[src/rtl/game_pkg.sv]
// Shared encodings and BCD helpers for the guess-the-number game controller.
package game_pkg;

    typedef enum logic [2:0] {
        S_IDLE = 3'd0,
        S_PLAY = 3'd1,
        S_LO   = 3'd2,
        S_HI   = 3'd3,
        S_DONE = 3'd4
    } state_t;

    localparam logic [3:0] BCD_MAX = 4'd9;

    // Two-digit BCD increment, 99 wraps to 00; result is {tens, ones}.
    function automatic logic [7:0] bcd_inc(input logic [3:0] d1, input logic [3:0] d0);
        logic [3:0] t;
        if (d0 != BCD_MAX)
            return {d1, d0 + 4'd1};
        t = (d1 == BCD_MAX) ? 4'd0 : d1 + 4'd1;
        return {t, 4'd0};
    endfunction

endpackage

[src/rtl/bcd_counter2.sv]
// Two-digit BCD counter 00..99 with synchronous clear (priority) and enable.
module bcd_counter2
    import game_pkg::*;
(
    input  logic       Clock,
    input  logic       Resetn,
    input  logic       clr,
    input  logic       en,
    output logic [3:0] d1,
    output logic [3:0] d0
);

    always_ff @(posedge Clock or negedge Resetn) begin
        if (!Resetn) begin
            d1 <= 4'd0;
            d0 <= 4'd0;
        end else if (clr) begin
            d1 <= 4'd0;
            d0 <= 4'd0;
        end else if (en) begin
            {d1, d0} <= bcd_inc(d1, d0);
        end
    end

endmodule

[src/rtl/game_controller.sv]
// Guess-the-number sequencer: secret draw, guess counting, LO/HI hint timing, win/loss.
module game_controller
    import game_pkg::*;
#(
    parameter int HINT_CYCLES = 50000000,
    parameter int MAX_GUESSES = 10
) (
    input  logic       Clock,
    input  logic       Resetn,
    input  logic       start,
    input  logic       guess_valid,
    input  logic [3:0] g1,
    input  logic [3:0] g0,
    output logic [2:0] state,
    output logic [3:0] rdm1,
    output logic [3:0] rdm0,
    output logic [3:0] count1,
    output logic [3:0] count0,
    output logic       neg
);

    localparam int TW = (HINT_CYCLES > 1) ? $clog2(HINT_CYCLES) : 1;
    localparam logic [TW-1:0] HINT_LOAD = TW'(HINT_CYCLES - 1);
    localparam logic [7:0] MAX_BCD = {4'(MAX_GUESSES / 10), 4'(MAX_GUESSES % 10)};

    state_t        state_q, state_d;
    logic [3:0]    rdm1_q, rdm1_d, rdm0_q, rdm0_d;
    logic          neg_q, neg_d;
    logic [TW-1:0] timer_q, timer_d;
    logic [3:0]    free1, free0;
    logic          in_game, digits_ok, acc;
    logic          g_eq, g_lt;
    logic [7:0]    cnt_n;

    bcd_counter2 u_free (
        .Clock (Clock),
        .Resetn(Resetn),
        .clr   (1'b0),
        .en    (1'b1),
        .d1    (free1),
        .d0    (free0)
    );

    bcd_counter2 u_guesses (
        .Clock (Clock),
        .Resetn(Resetn),
        .clr   (start),
        .en    (acc),
        .d1    (count1),
        .d0    (count0)
    );

    assign in_game   = (state_q == S_PLAY) || (state_q == S_LO) || (state_q == S_HI);
    assign digits_ok = (g1 <= BCD_MAX) && (g0 <= BCD_MAX);
    assign acc       = guess_valid && !start && in_game && digits_ok;

    // Digit-wise compare is equivalent to numeric compare for valid BCD.
    assign g_eq  = (g1 == rdm1_q) && (g0 == rdm0_q);
    assign g_lt  = (g1 < rdm1_q) || ((g1 == rdm1_q) && (g0 < rdm0_q));
    assign cnt_n = bcd_inc(count1, count0);

    always_ff @(posedge Clock or negedge Resetn) begin
        if (!Resetn) begin
            state_q <= S_IDLE;
            rdm1_q  <= 4'd0;
            rdm0_q  <= 4'd0;
            neg_q   <= 1'b0;
            timer_q <= '0;
        end else begin
            state_q <= state_d;
            rdm1_q  <= rdm1_d;
            rdm0_q  <= rdm0_d;
            neg_q   <= neg_d;
            timer_q <= timer_d;
        end
    end

    always_comb begin
        state_d = state_q;
        rdm1_d  = rdm1_q;
        rdm0_d  = rdm0_q;
        neg_d   = neg_q;
        timer_d = timer_q;
        if (start) begin
            state_d = S_PLAY;
            rdm1_d  = free1;
            rdm0_d  = free0;
            neg_d   = 1'b0;
            timer_d = '0;
        end else begin
            case (state_q)
                S_IDLE, S_DONE: ;
                S_PLAY, S_LO, S_HI: begin
                    if (acc) begin
                        if (g_eq) begin
                            state_d = S_DONE;
                            neg_d   = 1'b0;
                        end else if (cnt_n == MAX_BCD) begin
                            state_d = S_DONE;
                            neg_d   = 1'b1;
                        end else begin
                            state_d = g_lt ? S_LO : S_HI;
                            timer_d = HINT_LOAD;
                        end
                    end else if (state_q != S_PLAY) begin
                        // Hint expires one edge after the timer reaches zero.
                        if (timer_q == '0)
                            state_d = S_PLAY;
                        else
                            timer_d = timer_q - TW'(1);
                    end
                end
                default: state_d = S_IDLE;
            endcase
        end
    end

    assign state = state_q;
    assign rdm1  = rdm1_q;
    assign rdm0  = rdm0_q;
    assign neg   = neg_q;

endmodule

[config.mk]
export PLATFORM = sky130hd
export DESIGN_NAME = game_controller
export DESIGN_NICKNAME = d
export VERILOG_FILES = /design/src/rtl/game_pkg.sv /design/src/rtl/bcd_counter2.sv /design/src/rtl/game_controller.sv
export SDC_FILE = /design/constraint.sdc
export NUM_CORES = 1
export LEC_CHECK = 0
export BUFFER_PORTS_ARGS = -buffer_cell sky130_fd_sc_hd__buf_2
export CORE_UTILIZATION = 38
export DETAILED_ROUTE_END_ITERATION = 8
export PLACE_DENSITY_LB_ADDON = 0.25
export SYNTH_ARGS = -nofsm -noshare
export SYNTH_HDL_FRONTEND = slang
export SYNTH_HIERARCHICAL = 1
export SYNTH_SLANG_ARGS = --single-unit
[constraint.sdc]
create_clock -name Clock -period 5.2 [get_ports Clock]
set_input_delay 1.04 -clock Clock [delete_from_list [all_inputs] [get_ports Clock]]
set_output_delay 1.04 -clock Clock [all_outputs]
set_load 0.005 [all_outputs]
==> results of run 1 <==
-- layout make-up --
class	count	share of cell area, %
clock buffer	6	1.990
clock inverter	1	0.2059
inverter	23	2.368
multi-input combinational	280	50.10
sequential	54	37.06
tap	105	3.603
timing repair buffer	33	4.667
-- through the flow --
stage	hold WS, ns	std cells	setup WS [ns]	util, %	instance area (um^2)
final	0.5053	502	1.679	43.50	3646
after global routing	0.5268	502	1.309	43.50	3646
after CTS	0.5094	502	1.705	43.50	3646
after detailed placement	0.4988	495	1.370	42.54	3566
after global placement	0.4766	495	1.524	42.54	3566
after floorplan	0.4526	374	2.417	-	3357
-- cell usage in the layout (no fill, tap or decap), types with 6 or more instances in the layout --
| master | Yosys | routed |
|---|---|---|
| o21ai_0 | 33 | 33 |
| buf_2 | 2 | 31 |
| a31oi_1 | 6 | 6 |
| nand2_1 | 29 | 29 |
| ha_1 | 18 | 18 |
| o22a_1 | 10 | 10 |
| nor2_1 | 29 | 29 |
| nor3_1 | 7 | 7 |
| inv_1 | 23 | 23 |
| nor4_1 | 8 | 8 |
| nand4_1 | 9 | 9 |
| nor2b_1 | 7 | 7 |
| nand3_1 | 10 | 10 |
| a211oi_1 | 6 | 6 |
| o31ai_1 | 6 | 6 |
| dfrtp_1 | 54 | 54 |
| a21oi_1 | 26 | 26 |
-- worst max-delay path: cells and delay by family --
family	cells	cell delay [ns]
AO/OA/AOI/OAI	2	0.44
AND/OR/NAND/NOR	4	1.56
buffers and inverters	2	0.68
-- logic make-up (layout without fill, tap and decap cells) --
group / count (synthesis) / count (layout) / synth area share, %
mux: 4 / 4 / 1.269
xor+xnor: 2 / 2 / 0.5225
fa+ha+maj: 18 / 18 / 6.717
flops: 54 / 54 / 40.30
compound gates: 121 / 121 / 23.95
other cells: 2 / 3 / 0.2240
buf+inv: 40 / 63 / 5.336
simple gates: 132 / 132 / 21.68
-- path summary, 6_finish.rpt --
check	startpoint	to	slack, ns
worst min-delay path	timer_q[24]	timer_q[24]	0.51
worst max-delay path	g0[1]	timer_q[11]	1.68
worst max register to register	timer_q[18]	timer_q[17]	2.10
min in group asynchronous	Resetn	rdm0[1]	0.86
worst min register to register	timer_q[24]	timer_q[24]	0.51
max in group asynchronous	Resetn	state[1]	3.88
-- power breakdown --
| group | internal, mW | switching, mW |
|---|---|---|
| combinational | 0.162 | 0.240 |
| sequential | 0.481 | 0.0782 |
| clock | 0.0928 | 0.136 |
| total | 0.736 | 0.454 |
-- cell usage after synthesis, drive strengths merged (3+ instances only) --
master	number
a211o	4
a211oi	6
a21o	3
a21oi	26
a31oi	6
a41oi	4
and3	3
and3b	3
and4b	4
buf	6
clkbuf	11
dfrtp	54
ha	18
inv	23
nand2	29
nand3	10
nand3b	3
nand4	9
nor2	29
nor2b	7
nor3	7
nor4	9
o211ai	4
o21a	3
o21ai	36
o22a	10
o22ai	4
o31ai	6
o41ai	3
or3	4
or4	6
-- flip-flops by register name, summed over array words and instances (netlist names) --
signal	count
state	3
u_guesses/d1	4
u_guesses/d0	4
rdm1	4
u_free/d1	4
u_free/d0	4
timer_q	26
neg	1
rdm0	4
-- routing by layer --
layer,up-vias,GRT usage (%)
met5,-,0
met4,0,5.970
met3,9,3.870
met2,50,30.18
met1,1415,25.63
li1,1428,-
==> results by group, run 1 <==
Die
  • IO Pins: 32
  • CORE AREA: between 8000 and 9000 um^2
  • Die Span Y: about 96 um
  • Initial Util: roughly 40%
  • Die Area: slightly above 9000 um^2
  • Rows: 33
  • Die Width: 95.94 um

STA
  • Slew headroom: a little over a third
  • Minimum clock period: about 3.5 ns
  • Endpoints failing hold: 0
  • Unrepaired setup endpoints after global routing: false
  • Max-slew violation count: 0
  • Worst-Margin Slew: ~0.94 ns
  • Total negative slack: 0 ns
  • Max frequency: 284.0 MHz
  • Setup violators final: 0
  • Final Cycle Share: about two thirds
  • Setup Skew: 0.01699 ns

Detailed routing
  • Routed wire length: between 7 and 8 mm
  • Met1 wire length: about 3.7 mm
  • Vias post-DR: slightly below 3000
  • Vias per cell: between 5 and 6
  • Met2 Routed Length: about 3.6 mm
  • Met3 WL: roughly 330 um
  • Per-cell routed wire length: ~15 um
  • Post-route ant nets: 0
  • TritonRoute pass-1 iters: 4
  • Top routing layer used: met4
  • DR DRC count: 0
  • 1st-iter DRT viols: about 150

Synth
  • Yosys cell types: 54
  • Avg Cell Area, Syn: ~9 um^2
  • Yosys top cell by area: dfrtp_1
  • Post-synthesis register bit count: 54
  • Seq/Total Area, Yosys: between 40% and 50%
  • Synth area leaders: dfrtp_1 (40%), ha_1 (6.7%), o21ai_0 (4.9%)
  • Post-Synthesis Cells: around 370
  • Mapped cell area: between 3000 and 4000 um^2
  • Synth Flop Type: dfrtp_1
  • EDFF count, synth: 0
  • Post-synth ARST share: 100.0%
  • Area share of the largest cell type after synthesis: about two fifths
  • Ys Warns: 6

Run status
  • Status: completed

Critical path
  • R2R cell count: 6
  • Critical Path End Type: flip-flop
  • Critical Path RT: about 5.4 ns
  • CP Data Arrival Time: ~3.7 ns
  • Critical path cell sequence: buf_2 -> o21ai_0 -> and3_1 -> nand2_1 -> inv_1 -> nor3_1 -> nand2_1 -> o41ai_1
  • CP Class: input pin to flip-flop
  • Top cell by count, worst path: nand2_1
  • CP Launch Type: input pin
  • Max FO, Critical Path: 26
  • CP max-delay cell: nor3_1
  • Slowest Stage Delay on Critical Path: roughly 0.66 ns

GRT
  • Vias in the first global route: between 2000 and 3000
  • Grt ovf: 0
  • Pin count of the biggest net entering global routing: 55
  • Antenna violations before repair: 0
  • GRT Resource Usage Total: about a fifth
  • First-pass GRT wire length: roughly 14 mm

Clocking
  • CTS-repair resized insts: 0
  • Number of buffers created by CTS: 5
  • Hold buffers post-CTS: 0
  • Clock tree sinks: 54
  • Htree depth: 2
  • Reg clk slew, reported paths: about 0.10 ns
  • CTS tree: built
  • Clk root buf: clkbuf_8
  • Worst skew pair latency: about 0.32 ns
  • Postcts setup bufs: 0
  • CTS Buffer Depth: 2

Run
  • MaxCap Viol Count: 0

Final layout
  • Ant. Diodes: 0
  • Layout overhead on the synthesized area: 8.731%
  • Fillers: 829
  • Fin nets: 427
  • Fraction of layout cells with a size suffix above 1: 13.60%
  • Multi-input logic area: 1827 um^2
  • Register area: ~1400 um^2

Placed design
  • Hpwl dp: ~5.3 mm
  • Port buffer count: 31
  • GP Congestion: ~0.87

Power
  • Power per cell area: 326.2 nW/um^2
  • Leakage: between 1.5 and 2 nW
  • Total power: ~1.2 mW
  • VDD IR-drop max: about 0.00013 V

Worst hold path
  • Hold crit path type: flip-flop to flip-flop
  • Hold-critical path depth: 1
Power figures use the tool's default switching activity.
==> run 2: changes to the inputs <==
clock period = 3.7 ns   (was 5.2 ns; I/O delays follow)
==> run 2 against run 1 <==
Worst setup slack worse by 1.1 ns. Die area stayed put. Power up 50%. Cell count is 1.4% higher. Sequential share of layout area decreased by 0.86 points. First-iteration DRC count down 7.8%. Critical path depth fell by 2. Critical path type is now flip-flop to flip-flop. Largest cell class unchanged.
==> results by group, run 2 (synthesized netlist as in run 1, its figures left out) <==
Final layout
  • Ant. Diodes: 0
  • Fin nets: 433
  • Most common cell after layout, fill and taps aside: dfrtp_1
  • Reg with most FFs: timer_q
  • Fraction of layout cells with a size suffix above 1: about 15%
  • Max reg flops: 26
  • Layout overhead on the synthesized area: 11.31%
  • Fillers: ~860
  • Most frequent cells in the layout: dfrtp_1 (54), o21ai_0 (33), buf_2 (31)
  • Multi-input logic area: between 1500 and 2000 um^2
  • Register area: 1351 um^2

GRT
  • Grt ovf: 0
  • GRT Resource Usage Total: about 18%
  • Antenna violations before repair: 0
  • Pin count of the biggest net entering global routing: 43
  • First-pass GRT wire length: 13.29 mm
  • Vias in the first global route: between 2000 and 3000

STA
  • Max-slew violation count: 0
  • Endpoints failing hold: 0
  • Hold WS: just over 0.5 ns
  • Unrepaired setup endpoints after global routing: false
  • Worst-Margin Slew: between 1 and 1.5 ns
  • Setup violators final: 0
  • Total negative slack: 0 ns
  • Minimum clock period: ~3.1 ns
  • Slew headroom: between 30 and 40%
  • Final Cycle Share: a little over four fifths
  • Max frequency: between 300 and 400 MHz
  • Setup Skew: about 0.021 ns

Placed design
  • Port buffer count: 31
  • GP Congestion: between 0.8 and 0.9
  • Hpwl dp: about 5.5 mm

Clocking
  • Clk root buf: clkbuf_8
  • Htree depth: 2
  • Postcts setup bufs: 0
  • CTS tree: built
  • CTS Buffer Depth: 2
  • Clock tree sinks: 54
  • Worst skew pair latency: 0.32 ns
  • Hold buffers post-CTS: 0
  • CTS-repair resized insts: 0
  • Reg clk slew, reported paths: around 0.11 ns
  • Number of buffers created by CTS: 5

Run status
  • Status: completed

Detailed routing
  • Vias post-DR: ~2900
  • Post-route ant nets: 0
  • 1st-iter DRT viols: 142
  • Routed wire length: about 8 mm
  • Per-cell routed wire length: 15.30 um
  • Vias per cell: around 5.7
  • TritonRoute pass-1 iters: 5
  • DR DRC count: 0

Critical path
  • CP Launch Type: flip-flop
  • Critical Path RT: about 3.9 ns
  • Buf+Inv Stages, Crit Path: 0
  • CP max-delay cell: o211ai_4
  • Top cell by count, worst path: or4_4
  • CP Data Arrival Time: about 3.3 ns
  • CP Class: flip-flop to flip-flop
  • Critical path cell sequence: or4_4 -> or4_4 -> or4_4 -> o211ai_4 -> o21ba_2 -> o22a_1
  • Critical Path End Type: flip-flop
  • Max FO, Critical Path: 25
  • Slowest Stage Delay on Critical Path: ~0.57 ns
  • Cell family with most CP delay: simple AND/OR/NAND/NOR gates

Run
  • MaxCap Viol Count: 0

Die
  • CORE AREA: around 8400 um^2
  • IO Pins: 32
  • Die Span Y: about 96 um
  • Initial Util: roughly two fifths
  • Rows: 33
  • Die Area: between 9000 and 10000 um^2
  • Die Width: 95.94 um

Power
  • Power per cell area: about 480 nW/um^2
  • Leakage: ~1.7 nW
  • VDD IR-drop max: 0.0001754 V

Worst hold path
  • Hold crit path type: flip-flop to flip-flop
-- run 2: cell types whose count changed in the layout (fill, tap and decap cells not counted) --
cell / previous run / this run
buf_4: 2 / 8
bufinv_16: 0 / 1
clkbuf_1: 1 / 0
clkbuf_8: 5 / 6
clkinvlp_4: 1 / 0
inv_6: 0 / 1
-- run 2: layout make-up --
class / count / area share, %
clock buffer: 6 / 2.213
clock inverter: 2 / 1.039
inverter: 23 / 2.313
multi-input combinational: 280 / 48.94
sequential: 54 / 36.21
tap: 105 / 3.520
timing repair buffer: 39 / 5.766
-- run 2: worst reg2reg max path, cell delays in order (launching register included) --
cell      delay [ns]
dfrtp_1         0.42
or4_4           0.56
or4_4           0.47
or4_4           0.55
o211ai_4        0.58
o21ba_2         0.25
o22a_1          0.17
-- run 2: power breakdown --
part           switching (mW)  leakage (nW)  total, mW  internal [mW]
combinational           0.333         0.890      0.567          0.234
clock                   0.204        0.0618      0.427          0.223
sequential              0.109         0.730      0.785          0.675
total                   0.647          1.68       1.78           1.13
-- run 2: final timing paths --
path | startpoint | endpoint | slack, ns | depth (start not counted)
max | timer_q[21] | timer_q[17] | 0.60 | 6
min | timer_q[24] | timer_q[24] | 0.50 | 1
max reg2reg | timer_q[21] | timer_q[17] | 0.60 | 6
min reg2reg | timer_q[24] | timer_q[24] | 0.50 | 1
max in group asynchronous | Resetn | timer_q[12] | 2.44 | 2
min in group asynchronous | Resetn | timer_q[0] | 0.59 | 1
-- run 2: routing by layer --
layer / up-vias / share of wire, % / GRT usage (%)
met3: 6 / 3.7 / 3.239
li1: 1444 / - / -
met2: 50 / 46 / 30.30
met1: 1414 / 50 / 25.42
met5: - / 0 / 0
met4: 0 / 0.78 / 3.856
-- run 2: through the flow --
stage	setup slack [ns]	instances	utilization [%]	instance area (um^2)	power, mW
floorplan	1.049	374	-	3357	1.210
global placement	0.6587	501	43.08	3611	1.347
detailed placement	0.6141	501	43.08	3611	1.354
CTS	0.6003	509	44.53	3732	1.790
global route	0.4992	509	44.53	3732	1.902
finish	0.6028	509	44.53	3732	1.779
